`src/rtl/fifo_sipo.sv`:
```
// Serial-in, parallel-out receive buffer: assembles LSB-first serial bits into
// WIDTH-bit words and queues them in a DEPTH-entry synchronous FIFO.
module fifo_sipo #(
  parameter int unsigned WIDTH     = 8,
  parameter int unsigned DEPTH     = 16,
  parameter int unsigned PTR_WIDTH = 4
) (
  input  logic                 clk_i,
  input  logic                 rst_i,
  input  logic                 sdata_i,
  input  logic                 svalid_i,
  input  logic                 rd_en_i,
  output logic [WIDTH-1:0]     rdata_o,
  output logic                 full_o,
  output logic                 empty_o,
  output logic [PTR_WIDTH:0]   count_o,
  output logic                 wr_error_o,
  output logic                 rd_error_o
);

  localparam int unsigned CntW = (WIDTH > 1) ? $clog2(WIDTH) : 1;

  logic [WIDTH-1:0]   shift_q, shift_d;
  logic [CntW-1:0]    bit_cnt_q, bit_cnt_d;
  logic [PTR_WIDTH:0] wr_ptr_q, wr_ptr_d;
  logic [PTR_WIDTH:0] rd_ptr_q, rd_ptr_d;
  logic [WIDTH-1:0]   rdata_q, rdata_d;
  logic               wr_err_q, wr_err_d;
  logic               rd_err_q, rd_err_d;
  logic [WIDTH-1:0]   mem_q [DEPTH];

  logic [WIDTH-1:0] word;
  logic             word_done;
  logic             push;
  logic             pop;

  assign word      = {sdata_i, shift_q[WIDTH-1:1]};
  assign word_done = svalid_i && (bit_cnt_q == CntW'(WIDTH - 1));

  // Flags derive from the registered pointers only, so push/pop see pre-edge state.
  assign empty_o = (wr_ptr_q == rd_ptr_q);
  assign full_o  = (wr_ptr_q[PTR_WIDTH] != rd_ptr_q[PTR_WIDTH]) &&
                   (wr_ptr_q[PTR_WIDTH-1:0] == rd_ptr_q[PTR_WIDTH-1:0]);
  assign count_o = wr_ptr_q - rd_ptr_q;

  assign push = word_done && !full_o;
  assign pop  = rd_en_i && !empty_o;

  always_comb begin
    shift_d   = shift_q;
    bit_cnt_d = bit_cnt_q;
    wr_ptr_d  = wr_ptr_q;
    rd_ptr_d  = rd_ptr_q;
    rdata_d   = rdata_q;
    wr_err_d  = word_done && full_o;
    rd_err_d  = rd_en_i && empty_o;
    if (svalid_i) begin
      shift_d   = word;
      bit_cnt_d = word_done ? '0 : bit_cnt_q + CntW'(1);
    end
    if (push) begin
      wr_ptr_d = wr_ptr_q + 1'b1;
    end
    if (pop) begin
      rd_ptr_d = rd_ptr_q + 1'b1;
      rdata_d  = mem_q[rd_ptr_q[PTR_WIDTH-1:0]];
    end
  end

  always_ff @(posedge clk_i) begin
    if (rst_i) begin
      shift_q   <= '0;
      bit_cnt_q <= '0;
      wr_ptr_q  <= '0;
      rd_ptr_q  <= '0;
      rdata_q   <= '0;
      wr_err_q  <= 1'b0;
      rd_err_q  <= 1'b0;
    end else begin
      shift_q   <= shift_d;
      bit_cnt_q <= bit_cnt_d;
      wr_ptr_q  <= wr_ptr_d;
      rd_ptr_q  <= rd_ptr_d;
      rdata_q   <= rdata_d;
      wr_err_q  <= wr_err_d;
      rd_err_q  <= rd_err_d;
    end
  end

  // Storage needs no reset; entries are only read once written.
  always_ff @(posedge clk_i) begin
    if (!rst_i && push) begin
      mem_q[wr_ptr_q[PTR_WIDTH-1:0]] <= word;
    end
  end

  assign rdata_o    = rdata_q;
  assign wr_error_o = wr_err_q;
  assign rd_error_o = rd_err_q;

endmodule

```
`config.mk`:
```
export PLATFORM = sky130hd
export DESIGN_NAME = fifo_sipo
export DESIGN_NICKNAME = d
export VERILOG_FILES = /design/src/rtl/fifo_sipo.sv
export SDC_FILE = /design/constraint.sdc
export NUM_CORES = 1
export LEC_CHECK = 0
export ABC_AREA = 0
export BUFFER_PORTS_ARGS = -buffer_cell sky130_fd_sc_hd__buf_4
export CAP_MARGIN = 20
export CORE_MARGIN = 1
export CORE_UTILIZATION = 32
export CTS_CLUSTER_DIAMETER = 150
export CTS_CLUSTER_SIZE = 14
export DETAILED_ROUTE_END_ITERATION = 8
export PLACE_DENSITY = 0.56
export SETUP_SLACK_MARGIN = 0.05
export SLEW_MARGIN = 25
export SYNTH_ARGS = -nofsm -noshare
export SYNTH_HDL_FRONTEND = slang
export SYNTH_SLANG_ARGS = --single-unit
```
`constraint.sdc`:
```
create_clock -name clk_i -period 8.3 [get_ports clk_i]
set_input_delay 2.49 -clock clk_i [delete_from_list [all_inputs] [get_ports clk_i]]
set_output_delay 2.49 -clock clk_i [all_outputs]
set_load 0.05 [all_outputs]
```
### Yosys cells after proc, flatten, opt, wreduce, memory -nomap -nowiden

Memories as Yosys holds them, arrays and structs flattened. A register that Yosys moved wholly into a read port is not among the register bits.
Index checks and enable logic that the tools add are counted.

* memory bits (read-only): 0
* bits in latches: 0
* output and inout bits: 17
* memories: 1
* input port bits: 5
* memory bits (writable): 128
* register bits: 23
* logic and storage cells: 28

* div/mod/pow operators: 0
* mux-type cells: 3
* shift operators: 0
* bitwise logic cells: 0
* add/subtract/negate cells: 4
* multiply operators: 0
* reduce and logical (&&, ||, !) cells: 10
* equality and inequality tests: 4
* magnitude comparators: 0

Memory list
* mem_q: words 16, bits a word 8, rd ports 1, clocked after Yosys merged registers in 1, wr ports 1, line 30 `logic [WIDTH-1:0] mem_q [DEPTH];`

Operators by type and width (number)
* 5-bit by 1-bit adder with 5-bit output, second input constant: 2
* 1-bit logical AND: 7
* 5-bit == test: 1
* 5-bit subtractor: 1
* 4-bit == test: 1
* 3-bit by 1-bit adder with 3-bit output, second input constant: 1
* 3-bit == test, second input constant: 1
* 1-bit zero test: 3
* 3-bit two-way mux: 1
* 1-bit two-way mux: 2
* 1-bit inequality test: 1

### Logic depth before layout (Yosys ltp)

* depth after elaboration: 7
* mapped depth: 10
* mapped depth without buffers: 7

### Worst setup path after synthesis

OpenSTA, ideal clock, no wires.

* path kind: register to output
* from: register rd_ptr_q[1]
* to: output port count_o[3]
* arrival: 2.141 ns
* path slack: 3.669 ns
* data required time: 5.810 ns
* cell stages (with the launch flop): 8
* buffers on the path: 2
* cells stage by stage: dfxtp_1 > buf_6 > buf_4 > inv_1 > ha_1 > a21o_1 > a21oi_1 > xnor2_1

* longest elaborated chain between the ends: 1

Ends and longest elaborated chain
* from (decl): line 26 `logic [PTR_WIDTH:0] rd_ptr_q, rd_ptr_d;`
* from (signal assigned): line 83 `rd_ptr_q <= rd_ptr_d;`
* 5-bit subtractor: line 44 `assign count_o = wr_ptr_q - rd_ptr_q;`
* to (decl): line 16 `output logic [PTR_WIDTH:0] count_o,`

No other way between the ends.

### Worst setup path in the final report

* from: register rd_ptr_q[1]
* to: output port count_o[4]

The elaborated chain is that of the path after synthesis.

==> flow_metrics.tcl <==
set metrics [dict create \
    irDropWorstVdd_mv 0.1367 \
    root_buffer "clkbuf_16" \
    tns_ns 0 \
    clock_sinks 158 \
    drt.antenna.violating_nets 0 \
    clk_pin_slew_ns 0.05 \
    ys_async_sr_fraction_pct 0 \
    post-place-ws_ns 3.456 \
    synthSimpleGateAreaFrac_pct 5.540 \
    powerDensity_nw_per_um2 209.8 \
    coreArea_sq_um 19650 \
    netlist_instances 412 \
    synth_top_area_cell "edfxtp_1" \
    max_freq_mhz 190.8 \
    routed_wl_mm 13.10 \
    synth-compound-area-share_pct 7.052 \
    synth-edff-count 128 \
    n_fill_cell 1905 \
    fin_nets 451 \
    synth_xor_area_share_pct 1.879 \
    yosys_register_bits 158 \
    wl_per_cell_um 18.40 \
    synthAdderAreaFrac_pct 2.441 \
    place_inst 680 \
    max_slew_margin_pct 37.02 \
    die_area_sq_um 20760 \
    cts_setup_buffers 0 \
    htree_levels 4 \
    layout_setup_ws_ns 3.059 \
    synth_most_common_cell "edfxtp_1" \
    first_global_vias 3398 \
    p_leak_nw 2.300 \
    cts_buffer_depth 2 \
    clkPwrFrac_pct 43.9 \
    gr-total-overflow 0 \
    die_h_um 144.1 \
    post-dp-hpwl_mm 8.624 \
    multiInputGateArea_sq_um 1872 \
    grt_pass1_wl_mm 20.09 \
    swShare_pct 18.70 \
    drive_above_1_share_pct 15.66 \
    stdcell_count 712 \
    grt_use_total_pct 13.63 \
    power_frac_seq_pct 55.2 \
    synth_top_family_by_area "multiplexers" \
    end_kind "primary output" \
    hold_class "reg -> reg" \
    report.final.slew_viol_count 0 \
    synthToLayoutAreaGrowth_pct 14.24 \
    vias 3410 \
    utilization_pct 37.54 \
    vias_per_cell 4.789 \
    yosys_warnings 0 \
    critPathMaxFanout 32 \
    insertion_delay_ns 0.42 \
    firstDrtPassIters 4 \
    drt_iter0_drc 201 \
    p_comb_share_pct 0.8 \
    tightestPinTransition_ns 0.9447 \
    power.internal_w 0.001258 \
    die_w_um 144.1 \
    grt_max_degree 33 \
    p_switching_w 0.0002894 \
    rsz0062_at_grt "no" \
    synth_top_cells_by_area "edfxtp_1 (60%), dfxtp_1 (9.3%), mux2i_1 (9.0%)" \
    cts_buffers 17 \
    drc 0 \
    yosysUniqueCellTypes 44 \
    antenna_found_initial 0 \
    synthFlopType "edfxtp_1" \
    start_util_pct 32.86 \
    holdBufCountCts 0 \
    critPathKind "reg -> out" \
    whs_ns 0.4717 \
    period_share_pct 63.14 \
    synth_common_cells "edfxtp_1 (128), mux2i_1 (58), nor2_1 (50), dfxtp_1 (30), o22ai_1 (16)" \
    port_buffers 21 \
    syn_avg_cell_area_sq_um 15.68 \
    ios 22 \
    status "finished, final reports clean" \
    max_cap_viol_count 0 \
    fp-row-count 51 \
    seqCellArea_sq_um 4446 \
    antennaDiodeCount 0 \
    cts_tree "done" \
    synthMuxAreaShare_pct 11.84 \
    yosys.area.top_type_share_pct 59.51 \
    crit_path_start_kind "register" \
    finalSetupViolCount 0 \
    cp.required_ns 5.81 \
    finalCriticalPeriod_ns 5.241 \
    globalplace.congestion 0.8302 \
    yosysSeqAreaShare_pct 68.81 \
    synth_nets 429 \
    worstPathArrival_ns 2.75 \
    synth.cell_area_sq_um 6459 \
    finalHoldViolCount 0 \
    cts_resized 0 \
    clock_skew_ns 0.007620 \
]
==> metal layers <==
layer	vias to the layer above	global-route usage, %	wire length (um)
met3	7	3.642	670
met5	-	0	0
met4	0	6.047	97
met2	70	21.21	6206
met1	1711	17.77	6125
li1	1622	-	-
==> layout by cell type (no fill, tap or decap), types with 2 or more instances in the layout <==
cell	n
mux4_2	7
inv_1	9
ha_1	11
clkbuf_16	17
clkbuf_1	4
nor2_1	50
a221oi_1	8
a21oi_1	5
o211ai_1	2
a311oi_2	8
mux2i_1	58
o22ai_1	16
buf_4	24
a211oi_1	2
edfxtp_1	128
nand2_1	6
dfxtp_1	29
xnor2_1	10
clkinv_1	6
a21o_1	2
nor3_2	3
nand2b_1	4
xor2_1	2
clkinv_2	3
o21ai_1	6
nand3b_1	4
o21ai_0	2
==> state kept, by name (all words and copies together) (netlist names) <==
| signal | count |
|---|---|
| bit_cnt_q | 3 |
| mem_q | 128 |
| rd_error_o | 1 |
| rd_ptr_q | 5 |
| rdata_o | 8 |
| shift_q | 7 |
| wr_error_o | 1 |
| wr_ptr_q | 5 |
==> cell type report <==
type / instances / share of cell area, %
flip-flops and latches: 158 / 60.25
multi-input cells: 224 / 25.37
clock buffers: 21 / 5.969
well taps: 265 / 4.494
repair buffers: 24 / 2.442
clock inverters: 11 / 1.017
inverters: 9 / 0.4579
==> power groups by stage <==
stage	clock, W	combinational, W	sequential (W)
CTS	0.000697	0.0000132	0.000855
global route	0.000724	0.0000143	0.000855
finish	0.000680	0.0000130	0.000855
detailed placement	0	0.0000133	0.000871
global placement	0	0.0000126	0.000871
floorplan	0	0.00000697	0.000870
==> worst max-delay path, cell delays in order (launching register included) <==
cell	delay, ns
dfxtp_2	0.95
inv_1	0.20
fa_1	0.48
a21o_1	0.17
a21oi_1	0.17
xnor2_1	0.15
buf_4	0.23
==> worst paths after layout <==
path | slack [ns] | depth (start not counted) | endpoint | from
worst min-delay path | 0.47 | 2 | bit_cnt_q[1] | bit_cnt_q[1]
worst min register to register | 0.47 | 2 | bit_cnt_q[1] | bit_cnt_q[1]
worst max register to register | 4.89 | 6 | mem_q[5][5] | rd_ptr_q[1]
worst max-delay path | 3.06 | 6 | count_o[4] | rd_ptr_q[1]
==> cells by family (layout without fill, tap and decap cells) <==
logic type,count (synthesis),after routing
flip-flops,158,158
AND/OR/NAND/NOR,78,78
multiplexers,66,66
AO/OA/AOI/OAI,55,55
buffers and inverters,30,65
XOR/XNOR,13,13
adder cells (fa/ha/maj),12,12
==> per-stage QoR <==
| step | area, sq um | total power (W) |
|---|---|---|
| 6_report | 7378 | 0.001548 |
| 5_1_grt | 7378 | 0.001593 |
| 3_3_place_gp | 6848 | 0.0008837 |
| 3_5_place_dp | 6853 | 0.0008846 |
| 2_1_floorplan | 6459 | 0.0008772 |
| 4_1_cts | 7368 | 0.001565 |
No activity file was read; power rests on OpenSTA's default activity.
